==> src/rtl/mem_arbiter.sv <==
// Single RAM port arbiter between instruction fetch and data load/store, data first by default.
// Define MEM_ARB_FAIR_EN to compile in the fetch starvation guard (bounded by STARVE_LIMIT).
module mem_arbiter #(
    parameter int STARVE_LIMIT = 4
) (
    input  logic        CLK,
    input  logic        RST,
    input  logic        iREN,
    input  logic [31:0] iaddr,
    output logic [31:0] iload,
    output logic        iwait,
    input  logic        dREN,
    input  logic        dWEN,
    input  logic [31:0] daddr,
    input  logic [31:0] dstore,
    output logic [31:0] dload,
    output logic        dwait,
    output logic        ramREN,
    output logic        ramWEN,
    output logic [31:0] ramaddr,
    output logic [31:0] ramstore,
    input  logic [31:0] ramload,
    input  logic [1:0]  ramstate
);

    typedef enum logic [1:0] {IDLE, DGNT, IGNT} state_t;

    localparam logic [1:0] RS_ACCESS = 2'd2;
    localparam logic [1:0] RS_ERROR  = 2'd3;

    state_t state_reg, state_next;
    logic   dreq, ram_access, ram_error, force_i;

    assign dreq       = dREN | dWEN;
    assign ram_access = (ramstate == RS_ACCESS);
    assign ram_error  = (ramstate == RS_ERROR);

    // Empty marker block: elaborates only for an out-of-range limit, so it shows up in the hierarchy.
    if (STARVE_LIMIT < 1 || STARVE_LIMIT > 15) begin : g_starve_limit_out_of_range
    end

`ifdef MEM_ARB_FAIR_EN
    localparam logic [3:0] LIMIT = 4'(STARVE_LIMIT);
    logic [3:0] starve_reg, starve_next;

    assign force_i = iREN && (starve_reg == LIMIT);

    always_comb begin
        starve_next = starve_reg;
        if (state_reg == IDLE && state_next == DGNT && iREN) begin
            if (starve_reg != 4'hF)
                starve_next = starve_reg + 4'd1;
        end else if (state_reg == IDLE && state_next == IGNT) begin
            starve_next = 4'd0;
        end else if (state_reg != IDLE && state_next == IDLE && !iREN) begin
            starve_next = 4'd0;
        end
    end

    always_ff @(posedge CLK or posedge RST) begin
        if (RST)
            starve_reg <= 4'd0;
        else
            starve_reg <= starve_next;
    end
`else
    assign force_i = 1'b0;
`endif

    always_ff @(posedge CLK or posedge RST) begin
        if (RST)
            state_reg <= IDLE;
        else
            state_reg <= state_next;
    end

    // A grant ends on completion, on error (retry via re-arbitration) or when the request is withdrawn.
    always_comb begin
        state_next = state_reg;
        case (state_reg)
            IDLE: begin
                if (dreq && !force_i)
                    state_next = DGNT;
                else if (iREN)
                    state_next = IGNT;
            end
            DGNT: if (!dreq || ram_access || ram_error) state_next = IDLE;
            IGNT: if (!iREN || ram_access || ram_error) state_next = IDLE;
            default: state_next = IDLE;
        endcase
    end

    always_comb begin
        ramREN   = 1'b0;
        ramWEN   = 1'b0;
        ramaddr  = 32'd0;
        ramstore = 32'd0;
        iwait    = ~(state_reg == IGNT && ram_access);
        dwait    = ~(state_reg == DGNT && ram_access);
        case (state_reg)
            DGNT: begin
                ramaddr  = daddr;
                ramstore = dstore;
                ramWEN   = dWEN & ~ram_error;
                ramREN   = dREN & ~dWEN & ~ram_error;
            end
            IGNT: begin
                ramaddr = iaddr;
                ramREN  = iREN & ~ram_error;
            end
            default: ;
        endcase
    end

    assign iload = ramload;
    assign dload = ramload;

endmodule

==> config.mk <==
export PLATFORM = sky130hd
export DESIGN_NAME = mem_arbiter
export DESIGN_NICKNAME = d
export VERILOG_FILES = /design/src/rtl/mem_arbiter.sv
export SDC_FILE = /design/constraint.sdc
export NUM_CORES = 1
export LEC_CHECK = 0
export ABC_AREA = 1
export CAP_MARGIN = 20
export CORE_AREA = 2 2 103 105
export DETAILED_ROUTE_END_ITERATION = 10
export DIE_AREA = 0 0 105 107
export DONT_BUFFER_PORTS = 1
export PLACE_DENSITY = 0.33
export SKIP_CTS_REPAIR_TIMING = 1
export SYNTH_ARGS = -nofsm -noshare
export SYNTH_HDL_FRONTEND = slang
export SYNTH_SLANG_ARGS = --single-unit
export TNS_END_PERCENT = 1
==> constraint.sdc <==
create_clock -name CLK -period 3.9 [get_ports CLK]
set_clock_uncertainty 0.2 [all_clocks]
set_input_delay 0.585 -clock CLK [delete_from_list [all_inputs] [get_ports CLK]]
set_output_delay 0.585 -clock CLK [all_outputs]
set_load 0.02 [all_outputs]
==> results of run 1 <==
==> cell usage in the layout (no fill, tap or decap) <==
cell type      count
nand2_1          109
inv_1             41
a21oi_1           33
nand3_1            3
nor2_1             3
clkbuf_8           3
buf_4              3
ha_1               2
dfrtp_1            2
o21ai_0            1
nor3_1             1
nand3b_1           1
ha_2               1
dlygate4sd3_1      1
buf_12             1
==> worst min-delay path: stages, from the launching register on <==
cell	delay (ps)
dfrtp_1	360
nand2_1	60
nand2_1	40
==> power by group through the flow <==
stage	registers, W	clock network [W]	logic (W)
floorplan	0.0000318	0	0.000709
global placement	0.0000326	0	0.000722
detailed placement	0.0000335	0	0.000730
CTS	0.0000332	0.0000831	0.000731
global route	0.0000339	0.0000844	0.000783
finish	0.0000330	0.0000808	0.000716
==> area by class of cell <==
type                    count  area [µm²]
flip-flops and latches      2        50.0
inverters                  41         154
repair buffers              5        52.6
multi-input cells         154         658
well taps                 136         170
clock buffers               3        41.3
fillers                  1204        8970
==> kinds of logic after synthesis <==
| kind of cell | after synthesis |
|---|---|
| AOI/OAI and AO/OA | 34 |
| DFF | 2 |
| and+or+nand+nor | 117 |
| adders and majority gates | 3 |
| buffers and inverters | 119 |
==> path summary, 6_finish.rpt <==
| kind | startpoint | to | slack, ps | depth (start not counted) |
|---|---|---|---|---|
| max reg2reg | state_reg[0]$_DFFE_PP0P_ | state_reg[1]$_DFFE_PP0P_ | 1870 | 8 |
| min reg2reg | state_reg[0]$_DFFE_PP0P_ | state_reg[0]$_DFFE_PP0P_ | 300 | 2 |
| min | state_reg[0]$_DFFE_PP0P_ | state_reg[0]$_DFFE_PP0P_ | 300 | 2 |
| max in group asynchronous | RST | state_reg[1]$_DFFE_PP0P_ | 2900 | 2 |
| min in group asynchronous | RST | state_reg[0]$_DFFE_PP0P_ | 480 | 2 |
| max | state_reg[0]$_DFFE_PP0P_ | ramaddr[25] | 930 | 5 |
==> stage by stage <==
step	util [%]	hold WS (ps)
3_3_place_gp	10.6	138
3_5_place_dp	10.6	139
5_1_grt	11.2	333
4_1_cts	11.1	-82.6
6_report	11.2	299
2_1_floorplan	-	126
==> layer usage <==
layer	vias up	share of wire, %
met5	-	0
met4	0	4.1
met3	27	13
met2	125	51
met1	550	32
li1	606	-
==> results.sh, run 1 <==
export IMPL_synth_top_area_cell="buf_4"
export IMPL_p_comb_share_pct=86.3
export IMPL_place_ws_ps=1090
export IMPL_synth_top_family_by_area="buffers and inverters"
export IMPL_worst_pin_slew_ps=908
export IMPL_drc_errors=0
export IMPL_grt_overflow=0
export IMPL_cp_cell_sequence="inv_1, ha_1, buf_4, nand2_1, a21oi_1"
export IMPL_cts_made_buffers=3
export IMPL_p_leak_nw=0.623
export IMPL_async_flop_share_pct=100
export IMPL_grt_setup_unrepaired="no"
export IMPL_avgSynthCellArea_um2=5.15
export IMPL_cp_data_required_time_ps=3120
export IMPL_rows=37
export IMPL_largest_reg_flops=2
export IMPL_synth_edf_count=0
export IMPL_syn2layout_area_growth_pct=-20.5
export IMPL_met2_usage_pct=13.6
export IMPL_p_clk_share_pct=9.7
export IMPL_clockRootBuffer="clkbuf_8"
export IMPL_synth_simple_area_share_pct=31.6
export IMPL_clock_fmax_mhz=337
export IMPL_muxShareOfSynthArea_pct=0
export IMPL_diodes=0
export IMPL_layout_drive_gt1_share_pct=3.90
export IMPL_gp_congestion=0.741
export IMPL_core_area_um2=10100
export IMPL_crit_arrival_ps=2180
export IMPL_setup_viol_count_final=0
export IMPL_vdd_drop_max_uv=364
export IMPL_hold_violations=0
export IMPL_maxCapViolations=0
export IMPL_synth_compound_area_share_pct=12.0
export IMPL_finalNetCount=345
export IMPL_grtUsageMet1_pct=6.53
export IMPL_grt_pass1_vias=1171
export IMPL_dr_pass1_iters=4
export IMPL_port_buffers=0
export IMPL_htree_levels=1
export IMPL_grt_pass1_wl_um=5990
export IMPL_intPower_w=0.000229
export IMPL_antenna_found_initial=0
export IMPL_fin_crit_ps=2970
export IMPL_grt_max_degree=42
export IMPL_busiest_layer="met2"
export IMPL_die_h_um=107
export IMPL_crit_type="reg2out"
export IMPL_placed_area_um2=1070
export IMPL_syn_cell_area_um2=1420
export IMPL_cts_sinks=2
export IMPL_clockBufferDepth=2
export IMPL_stdcell_count=341
export IMPL_dp_cells=337
export IMPL_dpl_hpwl_um=3830
export IMPL_synth_top_area_share_pct=34.5
export IMPL_ys_seq_elements=2
export IMPL_slowest_delay_ps=750
export IMPL_ys_types=14
export IMPL_yosysSeqAreaShare_pct=3.53
export IMPL_detail_route_antenna_nets=0
export IMPL_insertion_delay_ps=210
export IMPL_report_final_slew_viol_count=0
export IMPL_yosysMostFrequentCell="nand2_1"
export IMPL_tritoncts="yes"
export IMPL_fp_dieW_um=105
export IMPL_post_route_period_util_pct=76.1
export IMPL_ys_flop_type="dfrtp_1"
export IMPL_via_per_inst=3.84
export IMPL_maxSlewHeadroom_pct=39.5
export IMPL_io_pins=267
export IMPL_hp_class="reg2reg"
export IMPL_worstSetupEndpointType="output port"
export IMPL_swShare_pct=72.4
export IMPL_cp_slowest_cell="ha_1"
export IMPL_total_power_w=0.000830
export IMPL_p_seq_share_pct=4.0
export IMPL_synth_xor_area_share_pct=0
export IMPL_avgRoutedWirePerCell_um=13.3
export IMPL_pwr_density_cell_nw_per_um2=737
export IMPL_crit_buf_inv=2
export IMPL_syn_num_nets=413
export IMPL_yosys_warnings=0
export IMPL_status="completed"
export IMPL_start_util_pct=14.0
export IMPL_synthTopCellsByArea="buf_4 34%, nand2_1 29%, a21oi_1 12%"
export IMPL_fin_ws_ps=931
export IMPL_drt_iter0_markers=59
export IMPL_syn_inst=275
export IMPL_wl_um=4550
export IMPL_ys_top_cells_by_count="109 x nand2_1, 65 x buf_4, 41 x inv_1"
export IMPL_grt_usage_pct=7.06
export IMPL_cts_reportedPaths_clkPinSlew_ps=30
export IMPL_synthAdderAreaFrac_pct=2.65
export IMPL_critical_path_top_delay_family="adder cells"
export IMPL_cp_start_kind="register"
export IMPL_gr_usage_met3_pct=2.01
export IMPL_path_max_fanout=22
export IMPL_net_switching_power_w=0.000601
export IMPL_fin_area_um2=1130
export IMPL_fp_dieArea_um2=11200
export IMPL_tns_ps=0
export IMPL_vias=1308
Power figures use the tool's default switching activity.
==> inputs of run 2 (changes only) <==
--- a/config.mk
+++ b/config.mk
@@ -7,11 +7,11 @@
 export LEC_CHECK = 0
 export ABC_AREA = 1
 export CAP_MARGIN = 20
-export CORE_AREA = 2 2 103 105
+export CORE_AREA = 2 2 104 106
 export DETAILED_ROUTE_END_ITERATION = 10
-export DIE_AREA = 0 0 105 107
+export DIE_AREA = 0 0 106 108
 export DONT_BUFFER_PORTS = 1
-export PLACE_DENSITY = 0.33
+export PLACE_DENSITY = 0.32
 export SKIP_CTS_REPAIR_TIMING = 1
 export SYNTH_ARGS = -nofsm -noshare
 export SYNTH_HDL_FRONTEND = slang
==> constraint.sdc (replaced) <==
create_clock -name CLK -period 2.9 [get_ports CLK]
set_clock_uncertainty 0.2 [all_clocks]
set_input_delay 0.435 -clock CLK [delete_from_list [all_inputs] [get_ports CLK]]
set_output_delay 0.435 -clock CLK [all_outputs]
set_load 0.02 [all_outputs]
==> run 2 against run 1 <==
  * First-iteration DRC count decreased by 44%
  * Sequential power increased by 35%
  * Largest power group unchanged
  * Critical path type unchanged
  * Die area increased by 1.9%
  * Critical endpoint is now ramaddr[19]
==> results.sh, run 2 (synthesized netlist as in run 1, its figures left out) <==
export IMPL_dr_pass1_iters=4
export IMPL_start_util_pct=13.8
export IMPL_cp_data_required_time_ps=2270
export IMPL_syn2layout_area_growth_pct=-2.30
export IMPL_core_area_um2=10200
export IMPL_clockRootBuffer="clkbuf_8"
export IMPL_hold_violations=0
export IMPL_final_common_cell="nand2_1"
export IMPL_layout_drive_gt1_share_pct=18.3
export IMPL_final_cell_mix="109 x nand2_1, 41 x inv_1, 40 x buf_4"
export IMPL_rows=37
export IMPL_worst_pin_slew_ps=381
export IMPL_p_comb_share_pct=87.9
export IMPL_p_seq_share_pct=3.5
export IMPL_critical_path_top_delay_family="buffers and inverters"
export IMPL_setup_viol_count_final=0
export IMPL_clock_fmax_mhz=442
export IMPL_vdd_drop_max_uv=279
export IMPL_slowest_delay_ps=390
export IMPL_gr_usage_met3_pct=2.89
export IMPL_vias=1422
export IMPL_status="completed"
export IMPL_cp_cell_sequence="inv_1, ha_2, buf_4, nand2_1, a21oi_1, buf_4"
export IMPL_cts_sinks=2
export IMPL_htree_levels=1
export IMPL_port_buffers=0
export IMPL_finalNetCount=381
export IMPL_met2_usage_pct=12.5
export IMPL_fin_crit_ps=2260
export IMPL_hp_class="in2reg"
export IMPL_multiInputGateArea_um2=658
export IMPL_grt_setup_unrepaired="no"
export IMPL_clockBufferDepth=2
export IMPL_crit_type="reg2out"
export IMPL_grtUsageMet1_pct=6.14
export IMPL_dpl_hpwl_um=3810
export IMPL_crit_buf_inv=3
export IMPL_report_final_slew_viol_count=0
export IMPL_largest_reg_flops=2
export IMPL_io_pins=267
export IMPL_die_h_um=108
export IMPL_grt_pass1_vias=1195
export IMPL_cts_reportedPaths_clkPinSlew_ps=30
export IMPL_cts_made_buffers=3
export IMPL_avgRoutedWirePerCell_um=12.1
export IMPL_detail_route_antenna_nets=0
export IMPL_path_max_fanout=39
export IMPL_net_switching_power_w=0.000824
export IMPL_p_leak_nw=0.809
export IMPL_cp_slowest_cell="dfrtp_1"
export IMPL_worstSetupEndpointType="output port"
export IMPL_maxSlewHeadroom_pct=74.5
export IMPL_drc_errors=0
export IMPL_antenna_found_initial=0
export IMPL_post_route_period_util_pct=78.0
export IMPL_cp_start_kind="register"
export IMPL_insertion_delay_ps=210
export IMPL_busiest_layer="met2"
export IMPL_pwr_density_cell_nw_per_um2=918
export IMPL_drt_iter0_markers=33
export IMPL_crit_arrival_ps=1630
export IMPL_via_per_inst=3.77
export IMPL_intPower_w=0.000447
export IMPL_crit_top_cell="buf_4"
export IMPL_maxCapViolations=0
export IMPL_grt_usage_pct=6.79
export IMPL_grt_pass1_wl_um=6070
export IMPL_gp_congestion=0.693
export IMPL_final_seq_area_um2=50.0
export IMPL_dp_cells=373
export IMPL_p_clk_share_pct=8.6
export IMPL_fp_dieArea_um2=11400
export IMPL_grt_overflow=0
export IMPL_tns_ps=0
export IMPL_fp_dieW_um=106
export IMPL_filler_cell_count=1203
export IMPL_swShare_pct=64.8
export IMPL_stdcell_count=377
export IMPL_wl_um=4580
export IMPL_grt_max_degree=40
export IMPL_tritoncts="yes"
export IMPL_fin_util_pct=13.5
export IMPL_diodes=0
run 2: power groups by stage:
stage / clock (W) / sequential, W / combinational [W]
6_report: 0.000109 / 0.0000447 / 0.00112
5_1_grt: 0.000114 / 0.0000467 / 0.00122
4_1_cts: 0.000112 / 0.0000455 / 0.00114
3_5_place_dp: 0 / 0.0000457 / 0.00114
3_3_place_gp: 0 / 0.0000441 / 0.00113
2_1_floorplan: 0 / 0.0000428 / 0.000954
run 2: path summary, 6_finish.rpt:
kind / from / cells after the start / endpoint / slack (ps)
max: state_reg[1]$_DFFE_PP0P_ / 6 / ramaddr[19] / 640
min: iREN / 2 / state_reg[1]$_DFFE_PP0P_ / 190
max reg2reg: state_reg[1]$_DFFE_PP0P_ / 9 / state_reg[1]$_DFFE_PP0P_ / 1190
min reg2reg: state_reg[0]$_DFFE_PP0P_ / 2 / state_reg[0]$_DFFE_PP0P_ / 320
max in group asynchronous: RST / 2 / state_reg[1]$_DFFE_PP0P_ / 2070
min in group asynchronous: RST / 2 / state_reg[0]$_DFFE_PP0P_ / 320
run 2: metrics by stage:
stage          hold WS [ps]  setup WS [ps]  cell area [µm²]  total power [W]
2_1_floorplan         -23.8            963             1420         0.000997
3_3_place_gp          -15.6            899             1330          0.00117
3_5_place_dp          -17.5            829             1330          0.00118
4_1_cts                -238            615             1370          0.00130
5_1_grt                 204            488             1380          0.00138
6_report                188            637             1380          0.00127
run 2: final cells by class:
type                       count  area share [%]
tap                          136            12.3
sequential                     2            3.62
multi-input combinational    154            47.6
inverter                      41            11.1
clock buffer                   3            2.98
timing repair buffer          41            22.4
run 2: layer usage:
| metal | share of wire, % | up-vias |
|---|---|---|
| li1 | - | 680 |
| met5 | 0 | - |
| met4 | 4.1 | 0 |
| met1 | 32 | 589 |
| met3 | 14 | 27 |
| met2 | 50 | 126 |
==> inputs of run 3 (changes only) <==
--- a/config.mk
+++ b/config.mk
@@ -7,11 +7,11 @@
 export LEC_CHECK = 0
 export ABC_AREA = 1
 export CAP_MARGIN = 20
-export CORE_AREA = 2 2 104 106
+export CORE_AREA = 2 2 103 105
 export DETAILED_ROUTE_END_ITERATION = 10
-export DIE_AREA = 0 0 106 108
+export DIE_AREA = 0 0 105 107
 export DONT_BUFFER_PORTS = 1
-export PLACE_DENSITY = 0.32
+export PLACE_DENSITY = 0.33
 export SKIP_CTS_REPAIR_TIMING = 1
 export SYNTH_ARGS = -nofsm -noshare
 export SYNTH_HDL_FRONTEND = slang
==> constraint.sdc (replaced) <==
create_clock -name CLK -period 1.9 [get_ports CLK]
set_clock_uncertainty 0.2 [all_clocks]
set_input_delay 0.285 -clock CLK [delete_from_list [all_inputs] [get_ports CLK]]
set_output_delay 0.285 -clock CLK [all_outputs]
set_load 0.02 [all_outputs]
==> run 3 against run 2 <==
  * Worst setup slack got worse by 740 ps
  * Cell count up 1.3%
  * Combinational power up 110%
  * Largest cell class unchanged
  * Critical endpoint is now ramaddr[0]
  * The run now ends with negative setup slack left
  * Critical path type unchanged
==> results.sh, run 3 (synthesized netlist as in run 1, its figures left out) <==
export IMPL_fp_dieArea_um2=11200
export IMPL_syn2layout_area_growth_pct=18.7
export IMPL_start_util_pct=14.0
export IMPL_r2r_start="state_reg[0]$_DFFE_PP0P_"
export IMPL_clock_fmax_mhz=500
export IMPL_avgRoutedWirePerCell_um=15.1
export IMPL_place_ws_ps=94.4
export IMPL_fp_dieW_um=105
export IMPL_net_switching_power_w=0.00154
export IMPL_intPower_w=0.00106
export IMPL_grt_pass1_vias=1367
export IMPL_fin_crit_ps=2000
export IMPL_hold_violations=0
export IMPL_wl_um=5760
export IMPL_crit_buf_inv=3
export IMPL_critical_path_top_delay_family="buffers and inverters"
export IMPL_tns_ps=-2750
export IMPL_grt_usage_pct=7.83
export IMPL_p_seq_share_pct=2.6
export IMPL_p_comb_share_pct=91.0
export IMPL_crit_arrival_ps=1510
export IMPL_filler_cell_count=1181
export IMPL_swShare_pct=59.2
export IMPL_vdd_drop_max_uv=435
export IMPL_final_cell_mix="108 x nand2_1, 32 x inv_2, 32 x buf_4"
export IMPL_clockRootBuffer="clkbuf_8"
export IMPL_hp_class="in2reg"
export IMPL_grt_overflow=0
export IMPL_status="finished, violations left"
export IMPL_cp_start_kind="register"
export IMPL_slowest_delay_ps=420
export IMPL_diodes=0
export IMPL_maxSlewHeadroom_pct=84.5
export IMPL_port_buffers=0
export IMPL_dr_pass1_iters=4
export IMPL_post_route_period_util_pct=105
export IMPL_layout_drive_gt1_share_pct=43.9
export IMPL_total_power_w=0.00260
export IMPL_crit_type="reg2out"
export IMPL_rows=37
export IMPL_worst_pin_slew_ps=231
export IMPL_fin_hold_ws_ps=19.9
export IMPL_die_h_um=107
export IMPL_report_final_slew_viol_count=0
export IMPL_cp_cell_sequence="inv_2, ha_4, clkbuf_16, nand2_1, a21oi_1, buf_4"
export IMPL_cts_sinks=2
export IMPL_grt_pass1_wl_um=6820
export IMPL_insertion_delay_ps=210
export IMPL_gp_congestion=0.722
export IMPL_final_common_cell="nand2_1"
export IMPL_p_clk_share_pct=6.4
export IMPL_pwr_density_cell_nw_per_um2=1550
export IMPL_drc_errors=0
export IMPL_hold_path_startpoint="iREN"
export IMPL_clockBufferDepth=2
export IMPL_drt_iter0_markers=45
export IMPL_vias=1488
export IMPL_cp_data_required_time_ps=1410
export IMPL_via_per_inst=3.90
export IMPL_htree_levels=1
export IMPL_path_max_fanout=13
export IMPL_p_leak_nw=0.821
export IMPL_fin_ws_ps=-98.4
export IMPL_antenna_found_initial=0
export IMPL_maxCapViolations=0
export IMPL_dpl_hpwl_um=4000
export IMPL_worstSetupEndpointType="output port"
export IMPL_detail_route_antenna_nets=0
export IMPL_startpoint="state_reg[1]$_DFFE_PP0P_"
export IMPL_grt_max_degree=41
export IMPL_grt_setup_unrepaired="yes"
export IMPL_largest_reg_flops=2
export IMPL_setup_viol_count_final=54
export IMPL_violations="negative setup slack"
export IMPL_io_pins=267
export IMPL_finalNetCount=386
export IMPL_cts_made_buffers=3
export IMPL_cp_slowest_cell="dfrtp_1"
export IMPL_tritoncts="yes"
export IMPL_cts_reportedPaths_clkPinSlew_ps=30
export IMPL_core_area_um2=10100
run 3: layer usage:
layer	global-route usage [%]	up-vias	part of all wire [%]
li1	-	689	-
met1	6.49	651	33
met2	15.8	121	53
met3	2.86	27	11
met4	4.29	0	3.3
met5	0	-	0
run 3: path summary, 6_finish.rpt:
check	to	slack (ps)	cells after the start
worst max-delay path	ramaddr[0]	-100	6
worst min-delay path	state_reg[1]$_DFFE_PP0P_	20	2
worst max register to register	state_reg[0]$_DFFE_PP0P_	290	9
worst min register to register	state_reg[1]$_DFFE_PP0P_	360	2
max in group asynchronous	state_reg[0]$_DFFE_PP0P_	1210	2
min in group asynchronous	state_reg[1]$_DFFE_PP0P_	180	2
run 3: metrics by stage:
stage,cell area [µm²],std cells,util [%]
floorplan,1420,275,-
finish,1680,382,16.7
global placement,1400,374,13.9
detailed placement,1400,374,13.9
global route,1680,382,16.7
CTS,1440,377,14.3
run 3: area by class of cell:
type | instances | area, µm² | area share [%]
clock buffer | 3 | 41.3 | 2.46
sequential | 2 | 50.0 | 2.98
multi-input combinational | 154 | 782 | 46.5
timing repair buffer | 46 | 482 | 28.6
tap | 136 | 170 | 10.1
inverter | 41 | 156 | 9.30
run 3: worst reg2reg max path, cell delays in order (launching register included):
cell	delay, ps
dfrtp_1	370
buf_4	150
ha_4	190
clkbuf_16	180
o21ai_0	80
nand2_1	60
nand2_1	90
nand2_1	70
nand2_1	60
nand2_1	40
run 3: power groups by stage:
| stage | clock, W | sequential, W | combinational [W] |
|---|---|---|---|
| after floorplan | 0 | 0.0000653 | 0.00146 |
| after global placement | 0 | 0.0000633 | 0.00192 |
| after detailed placement | 0 | 0.0000641 | 0.00195 |
| after CTS | 0.000172 | 0.0000637 | 0.00196 |
| after global routing | 0.000180 | 0.0000680 | 0.00255 |
| final | 0.000167 | 0.0000671 | 0.00237 |
